==> config.mk <==
export PLATFORM = sky130hd
export DESIGN_NAME = core_if_ibuf
export DESIGN_NICKNAME = d
export VERILOG_FILES = /design/src/rtl/core_defines.v /design/src/rtl/core_if_ibuf_pkg.sv /design/src/rtl/core_ibuf_mem.sv /design/src/rtl/core_if_ibuf.sv
export SDC_FILE = /design/constraint.sdc
export NUM_CORES = 1
export LEC_CHECK = 0
export CAP_MARGIN = 5
export CORE_MARGIN = 2
export CORE_UTILIZATION = 50
export CTS_CLUSTER_DIAMETER = 100
export DETAILED_ROUTE_END_ITERATION = 16
export GPL_TIMING_DRIVEN = 1
export PLACE_DENSITY = 0.83
export SYNTH_ARGS = -nofsm -noshare
export SYNTH_HDL_FRONTEND = slang
export SYNTH_SLANG_ARGS = --single-unit
==> constraint.sdc <==
create_clock -name i_clk -period 6.45 [get_ports i_clk]
set_clock_uncertainty 0.15 [all_clocks]
set_input_delay 1.29 -clock i_clk [delete_from_list [all_inputs] [get_ports i_clk]]
set_output_delay 1.29 -clock i_clk [all_outputs]
set_load 0.02 [all_outputs]
==> src/rtl/core_defines.v <==
// Shared core-wide width and constant defines.
`ifndef CORE_DEFINES_V
`define CORE_DEFINES_V
`define CORE_XLEN        32
`define CORE_INST_WIDTH  32
`define CORE_IBUF_DEPTH  4
`define CORE_NOP_INST    32'h00000013
`endif

==> src/rtl/core_if_ibuf_pkg.sv <==
// ============================================================================
// core_if_ibuf_pkg : types and constants for the fetch instruction buffer
// Revision 1.0
// ============================================================================
`default_nettype none

// Fallback values, used only when core_defines.v is not earlier in the file list
`ifndef CORE_DEFINES_V
`define CORE_DEFINES_V
`define CORE_XLEN        32
`define CORE_INST_WIDTH  32
`define CORE_IBUF_DEPTH  4
`define CORE_NOP_INST    32'h00000013
`endif

package core_if_ibuf_pkg;

  localparam int XLEN   = `CORE_XLEN;
  localparam int INST_W = `CORE_INST_WIDTH;
  localparam logic [INST_W-1:0] NOP_INST = `CORE_NOP_INST;

  typedef struct packed {
    logic              err;
    logic [XLEN-1:0]   pc;
    logic [INST_W-1:0] inst;
  } ibuf_entry_t;

  // Value presented to decode when nothing is buffered
  function automatic ibuf_entry_t empty_entry();
    ibuf_entry_t e;
    e.err  = 1'b0;
    e.pc   = '0;
    e.inst = NOP_INST;
    return e;
  endfunction

endpackage

`default_nettype wire

==> src/rtl/core_ibuf_mem.sv <==
// ============================================================================
// core_ibuf_mem : DEPTH x {err, pc, inst} storage, 1 write port, 1 async read
// Revision 1.0
// ============================================================================
`default_nettype none

module core_ibuf_mem
  import core_if_ibuf_pkg::*;
#(
  parameter int DEPTH = 4
) (
  input  logic                     i_clk,
  input  logic                     i_we,
  input  logic [$clog2(DEPTH)-1:0] i_waddr,
  input  ibuf_entry_t              i_wdata,
  input  logic [$clog2(DEPTH)-1:0] i_raddr,
  output ibuf_entry_t              o_rdata
);

  // No reset: contents are never observed while the buffer is empty
  ibuf_entry_t mem_q [DEPTH];

  always_ff @(posedge i_clk) begin
    if (i_we) begin
      mem_q[i_waddr] <= i_wdata;
    end
  end

  assign o_rdata = mem_q[i_raddr];

endmodule

`default_nettype wire

==> src/rtl/core_if_ibuf.sv <==
// ============================================================================
// core_if_ibuf : fetch-to-decode instruction buffer (FIFO, flushable)
// Optional same-cycle bypass when empty: CORE_IBUF_BYPASS_EN. Revision 1.0
// ============================================================================
`default_nettype none

module core_if_ibuf
  import core_if_ibuf_pkg::*;
#(
  parameter int DEPTH = `CORE_IBUF_DEPTH
) (
  input  logic                   i_clk,
  input  logic                   i_rst_n,
  input  logic                   i_flush,
  input  logic                   i_ifu_valid,
  output logic                   o_ifu_ready,
  input  logic [INST_W-1:0]      i_ifu_inst,
  input  logic [XLEN-1:0]        i_ifu_pc,
  input  logic                   i_ifu_err,
  output logic                   o_id_valid,
  input  logic                   i_id_ready,
  output logic [INST_W-1:0]      o_id_inst,
  output logic [XLEN-1:0]        o_id_pc,
  output logic                   o_id_err,
  output logic [$clog2(DEPTH):0] o_count
);

  localparam int AW = $clog2(DEPTH);
  localparam int CW = AW + 1;
  localparam logic [CW-1:0] FULL_COUNT = CW'(DEPTH);

  logic [AW-1:0] wr_ptr_q, wr_ptr_d;
  logic [AW-1:0] rd_ptr_q, rd_ptr_d;
  logic [CW-1:0] count_q, count_d;

  logic        w_empty;
  logic        w_bypass;
  logic        w_push;
  logic        w_pop;
  ibuf_entry_t w_wdata;
  ibuf_entry_t w_rdata;
  ibuf_entry_t w_head;

  assign w_wdata.err  = i_ifu_err;
  assign w_wdata.pc   = i_ifu_pc;
  assign w_wdata.inst = i_ifu_inst;

  assign w_empty     = (count_q == '0);
  // Ready depends on registered occupancy only, so a pop never frees a slot early
  assign o_ifu_ready = (count_q < FULL_COUNT);
  assign o_count     = count_q;

`ifdef CORE_IBUF_BYPASS_EN
  assign w_bypass = w_empty & i_ifu_valid & ~i_flush;
`else
  assign w_bypass = 1'b0;
`endif

  assign w_pop  = ~w_empty & i_id_ready & ~i_flush;
  // A bypassed entry that decode takes immediately is never written
  assign w_push = i_ifu_valid & o_ifu_ready & ~i_flush & ~(w_bypass & i_id_ready);

  assign o_id_valid = ~i_flush & (~w_empty | w_bypass);

  always_comb begin
    w_head = empty_entry();
    if (w_bypass) begin
      w_head = w_wdata;
    end else if (!w_empty) begin
      w_head = w_rdata;
    end
  end

  assign o_id_inst = w_head.inst;
  assign o_id_pc   = w_head.pc;
  assign o_id_err  = w_head.err;

  always_comb begin
    wr_ptr_d = wr_ptr_q;
    rd_ptr_d = rd_ptr_q;
    count_d  = count_q;
    if (i_flush) begin
      wr_ptr_d = '0;
      rd_ptr_d = '0;
      count_d  = '0;
    end else begin
      if (w_push) wr_ptr_d = wr_ptr_q + AW'(1);
      if (w_pop)  rd_ptr_d = rd_ptr_q + AW'(1);
      case ({w_push, w_pop})
        2'b10:   count_d = count_q + CW'(1);
        2'b01:   count_d = count_q - CW'(1);
        default: count_d = count_q;
      endcase
    end
  end

  always_ff @(posedge i_clk or negedge i_rst_n) begin
    if (!i_rst_n) begin
      wr_ptr_q <= '0;
      rd_ptr_q <= '0;
      count_q  <= '0;
    end else begin
      wr_ptr_q <= wr_ptr_d;
      rd_ptr_q <= rd_ptr_d;
      count_q  <= count_d;
    end
  end

  core_ibuf_mem #(
    .DEPTH (DEPTH)
  ) u_mem (
    .i_clk   (i_clk),
    .i_we    (w_push),
    .i_waddr (wr_ptr_q),
    .i_wdata (w_wdata),
    .i_raddr (rd_ptr_q),
    .o_rdata (w_rdata)
  );

endmodule

`default_nettype wire

==> flow_metrics.env <==
export IMPL_clock_sink_count=267
export IMPL_worstSetupStartpointType="register"
export IMPL_finalNetCount=694
export IMPL_synth_edf_count=260
export IMPL_outcome="finished clean"
export IMPL_rsz0062_at_grt="false"
export IMPL_timing_final_crit_period_ns=4.74
export IMPL_total_routing_usage_gr_pct=17.4
export IMPL_core_region_area_um2=20300
export IMPL_internal_power_mw=3.36
export IMPL_power_frac_clock_pct=39.1
export IMPL_design_die_area_um2=21900
export IMPL_worstPathArrival_ns=3.30
export IMPL_seq_area_um2=7990
export IMPL_fill_cell_total_of_the_finished_layout=1379
export IMPL_max_cap_viol_count=0
export IMPL_placement_rows=52
export IMPL_critPathRequiredTime_ns=5.01
export IMPL_worst_hold_path_num_cells=2
export IMPL_critical_path_slowest_cell="dfrtp_4"
export IMPL_switching_power_uw=988
export IMPL_synth_most_common_cell="edfxtp_1"
export IMPL_synth_seq_cells=267
export IMPL_hold_ws_ns=0.449
export IMPL_globalplace_congestion=0.718
export IMPL_hold_class="reg2reg"
export IMPL_cts_tree="done"
export IMPL_swShare_pct=22.7
export IMPL_grt_start_max_net_pins=67
export IMPL_overflow=0
export IMPL_wl_met3_um=982
export IMPL_detail_route_drc_violations=0
export IMPL_cts_reportedPaths_clkPinSlew_ns=0.06
export IMPL_synth_top_cell_area_share_pct=75.3
export IMPL_port_buffers=139
export IMPL_multi_input_comb_area_um2=2200
export IMPL_worstSetupEndpointType="output pin"
export IMPL_critical_path_class="reg2out"
export IMPL_grt_first_pass_wirelength_mm=29.3
export IMPL_critPathMaxStageDelay_ns=1.02
export IMPL_initial_core_util_pct=51.1
export IMPL_n_antenna_cell=0
export IMPL_die_height_um=148
export IMPL_ys_seq_area_share_pct=77.0
export IMPL_drt_vias_per_instance=5.47
export IMPL_numCtsBuffers=27
export IMPL_post_drt_wl_per_cell_um=20.9
export IMPL_power_leakage_nw=4.12
export IMPL_synthTopCellsByArea="edfxtp_1 75%, mux4_2 14%, and2_1 4.0%"
export IMPL_period_share_pct=73.4
export IMPL_r2r_worst_path_cells=8
export IMPL_holdBufCountCts=0
export IMPL_post_cts_resized=0
export IMPL_power_per_cell_area_nw_per_um2=336
export IMPL_root_buffer="clkbuf_16"
export IMPL_synthesis_area_um2=10400
export IMPL_number_of_antenna_violations_at_the_first_check_in_global_routing=0
export IMPL_dr_pass1_iters=4
export IMPL_cts_htree_levels=1
export IMPL_syn_mean_instance_area_um2=21.8
export IMPL_sequentialPowerShare_pct=46.6
export IMPL_syn2layout_area_growth_pct=24.9
export IMPL_post_layout_instance_area_um2=12900
export IMPL_yosys_cell_types_count=27
export IMPL_worst_slew_margin_rel_pct=25.3
export IMPL_wl_met2_mm=10.2
export IMPL_worstMarginPinSlew_ns=1.12
export IMPL_combinationalPowerShare_pct=14.3
export IMPL_setup_buffers_after_cts=0
export IMPL_syn_inst=476
export IMPL_drive_gt1_share_pct=18.8
export IMPL_drt_antenna_violating_nets=0
export IMPL_synth_async_sr_flop_share_pct=2.62
export IMPL_synth_top_flop_cell="edfxtp_1"
export IMPL_ioPinCount=140
export IMPL_critical_path_peak_fanout=44
export IMPL_placedInstanceArea_um2=11900
export IMPL_cell_breakdown_of_the_critical_path="buf_4 > mux4_2 > and2_1 > clkdlybuf4s50_1"
export IMPL_worst_skew_pair_late_latency_ns=0.53
export IMPL_routedLengthMet1_mm=7.45
export IMPL_detail_route_iter0_violations=297
export IMPL_netlist_top_cells_count="260 x edfxtp_1, 66 x and2_1, 65 x mux4_2"
export IMPL_timing_setup_tns_ns=0
export IMPL_achievable_frequency_ghz=0.211
export IMPL_top_layer="met4"
export IMPL_peak_supply_drop_v=0.000240
export IMPL_postRouteWirelength_mm=19.1
export IMPL_clockBufferDepth=3
export IMPL_ys_warn_count=0
export IMPL_die_w_um=148
export IMPL_dpl_hpwl_mm=10.8
export IMPL_synth_area_leader_cell="edfxtp_1"
export IMPL_finalHoldViolations=0
export IMPL_mappedNetlistNets=551
export IMPL_report_final_slew_viol_count=0
export IMPL_route_vias_total=4975
export IMPL_count_of_endpoints_failing_setup_in_the_final_report=0
export IMPL_number_of_global_route_vias_before_repair=5365
==> through the flow <==
step / power, mW / instances / utilization, % / worst slack (ns)
after detailed placement: 2.70 / 860 / 58.8 / 2.18
after CTS: 4.40 / 910 / 63.8 / 1.60
after global routing: 4.50 / 910 / 63.8 / 1.47
after floorplan: 2.42 / 476 / - / 2.67
final: 4.34 / 910 / 63.8 / 1.71
after global placement: 2.68 / 860 / 58.8 / 2.21
==> cells in the final DEF (no fill, tap or decap), types with 4 or more instances in the layout <==
master,n
and2_1,62
a21oi_1,4
o21ai_0,5
clkbuf_16,27
nand2_1,6
edfxtp_1,260
clkbuf_8,4
nor2_1,7
and2_4,4
clkdlybuf4s50_1,139
clkinvlp_4,4
ha_1,4
dfrtp_1,5
bufinv_16,6
mux4_2,65
==> registers in the layout, indices dropped and copies added (netlist names) <==
| signal | cells |
|---|---|
| wr_ptr_q | 2 |
| u_mem.mem_q | 260 |
| o_count | 3 |
| rd_ptr_q | 2 |
==> worst max-delay path, delay by kind of cell (launching register included) <==
family                 cells  cell delay [ns]
buffers and inverters      2             0.98
flip-flops                 1             1.02
AND/OR/NAND/NOR            1             0.19
multiplexers               1             0.55
==> layout make-up <==
type / count / area share, %
clock buffer: 33 / 5.70
clock inverter: 17 / 2.02
inverter: 3 / 0.0870
multi-input combinational: 179 / 17.0
sequential: 267 / 61.7
tap: 270 / 2.61
timing repair buffer: 141 / 10.9
==> power groups by stage <==
| stage | clock, mW | sequential [mW] | combinational (mW) |
|---|---|---|---|
| detailed placement | 0 | 2.06 | 0.632 |
| floorplan | 0 | 2.02 | 0.402 |
| finish | 1.70 | 2.02 | 0.622 |
| global placement | 0 | 2.06 | 0.618 |
| CTS | 1.73 | 2.03 | 0.635 |
| global route | 1.80 | 2.03 | 0.663 |
==> final timing paths <==
kind | start | endpoint | slack, ns
worst max-delay path | rd_ptr_q[0] | o_id_inst[15] | 1.71
worst min-delay path | wr_ptr_q[1] | wr_ptr_q[1] | 0.45
worst max register to register | o_count[2] | o_count[2] | 3.27
worst min register to register | wr_ptr_q[1] | wr_ptr_q[1] | 0.45
max in group asynchronous | i_rst_n | rd_ptr_q[1] | 4.99
min in group asynchronous | i_rst_n | wr_ptr_q[1] | 0.87
==> cells by family (layout without fill, tap and decap cells) <==
logic type                 after synthesis  after routing  synth area share, %
AOI/OAI and AO/OA                       11             11                0.591
xor gates and xnor gates                 5              5                0.423
adders and majority gates                5              5                0.676
buffers and inverters                   30            194                 1.91
DFF                                    267            267                 77.0
muxes                                   66             66                 14.2
and+or+nand+nor                         92             92                 5.18
==> layer usage <==
layer  GRT usage [%]  vias to the layer above
met1            21.5                     2588
met2            31.3                      142
met3            3.73                       40
met5               0                        -
li1                -                     2205
met4            4.76                        0
Note: power is estimated with default switching activity, not from simulation.
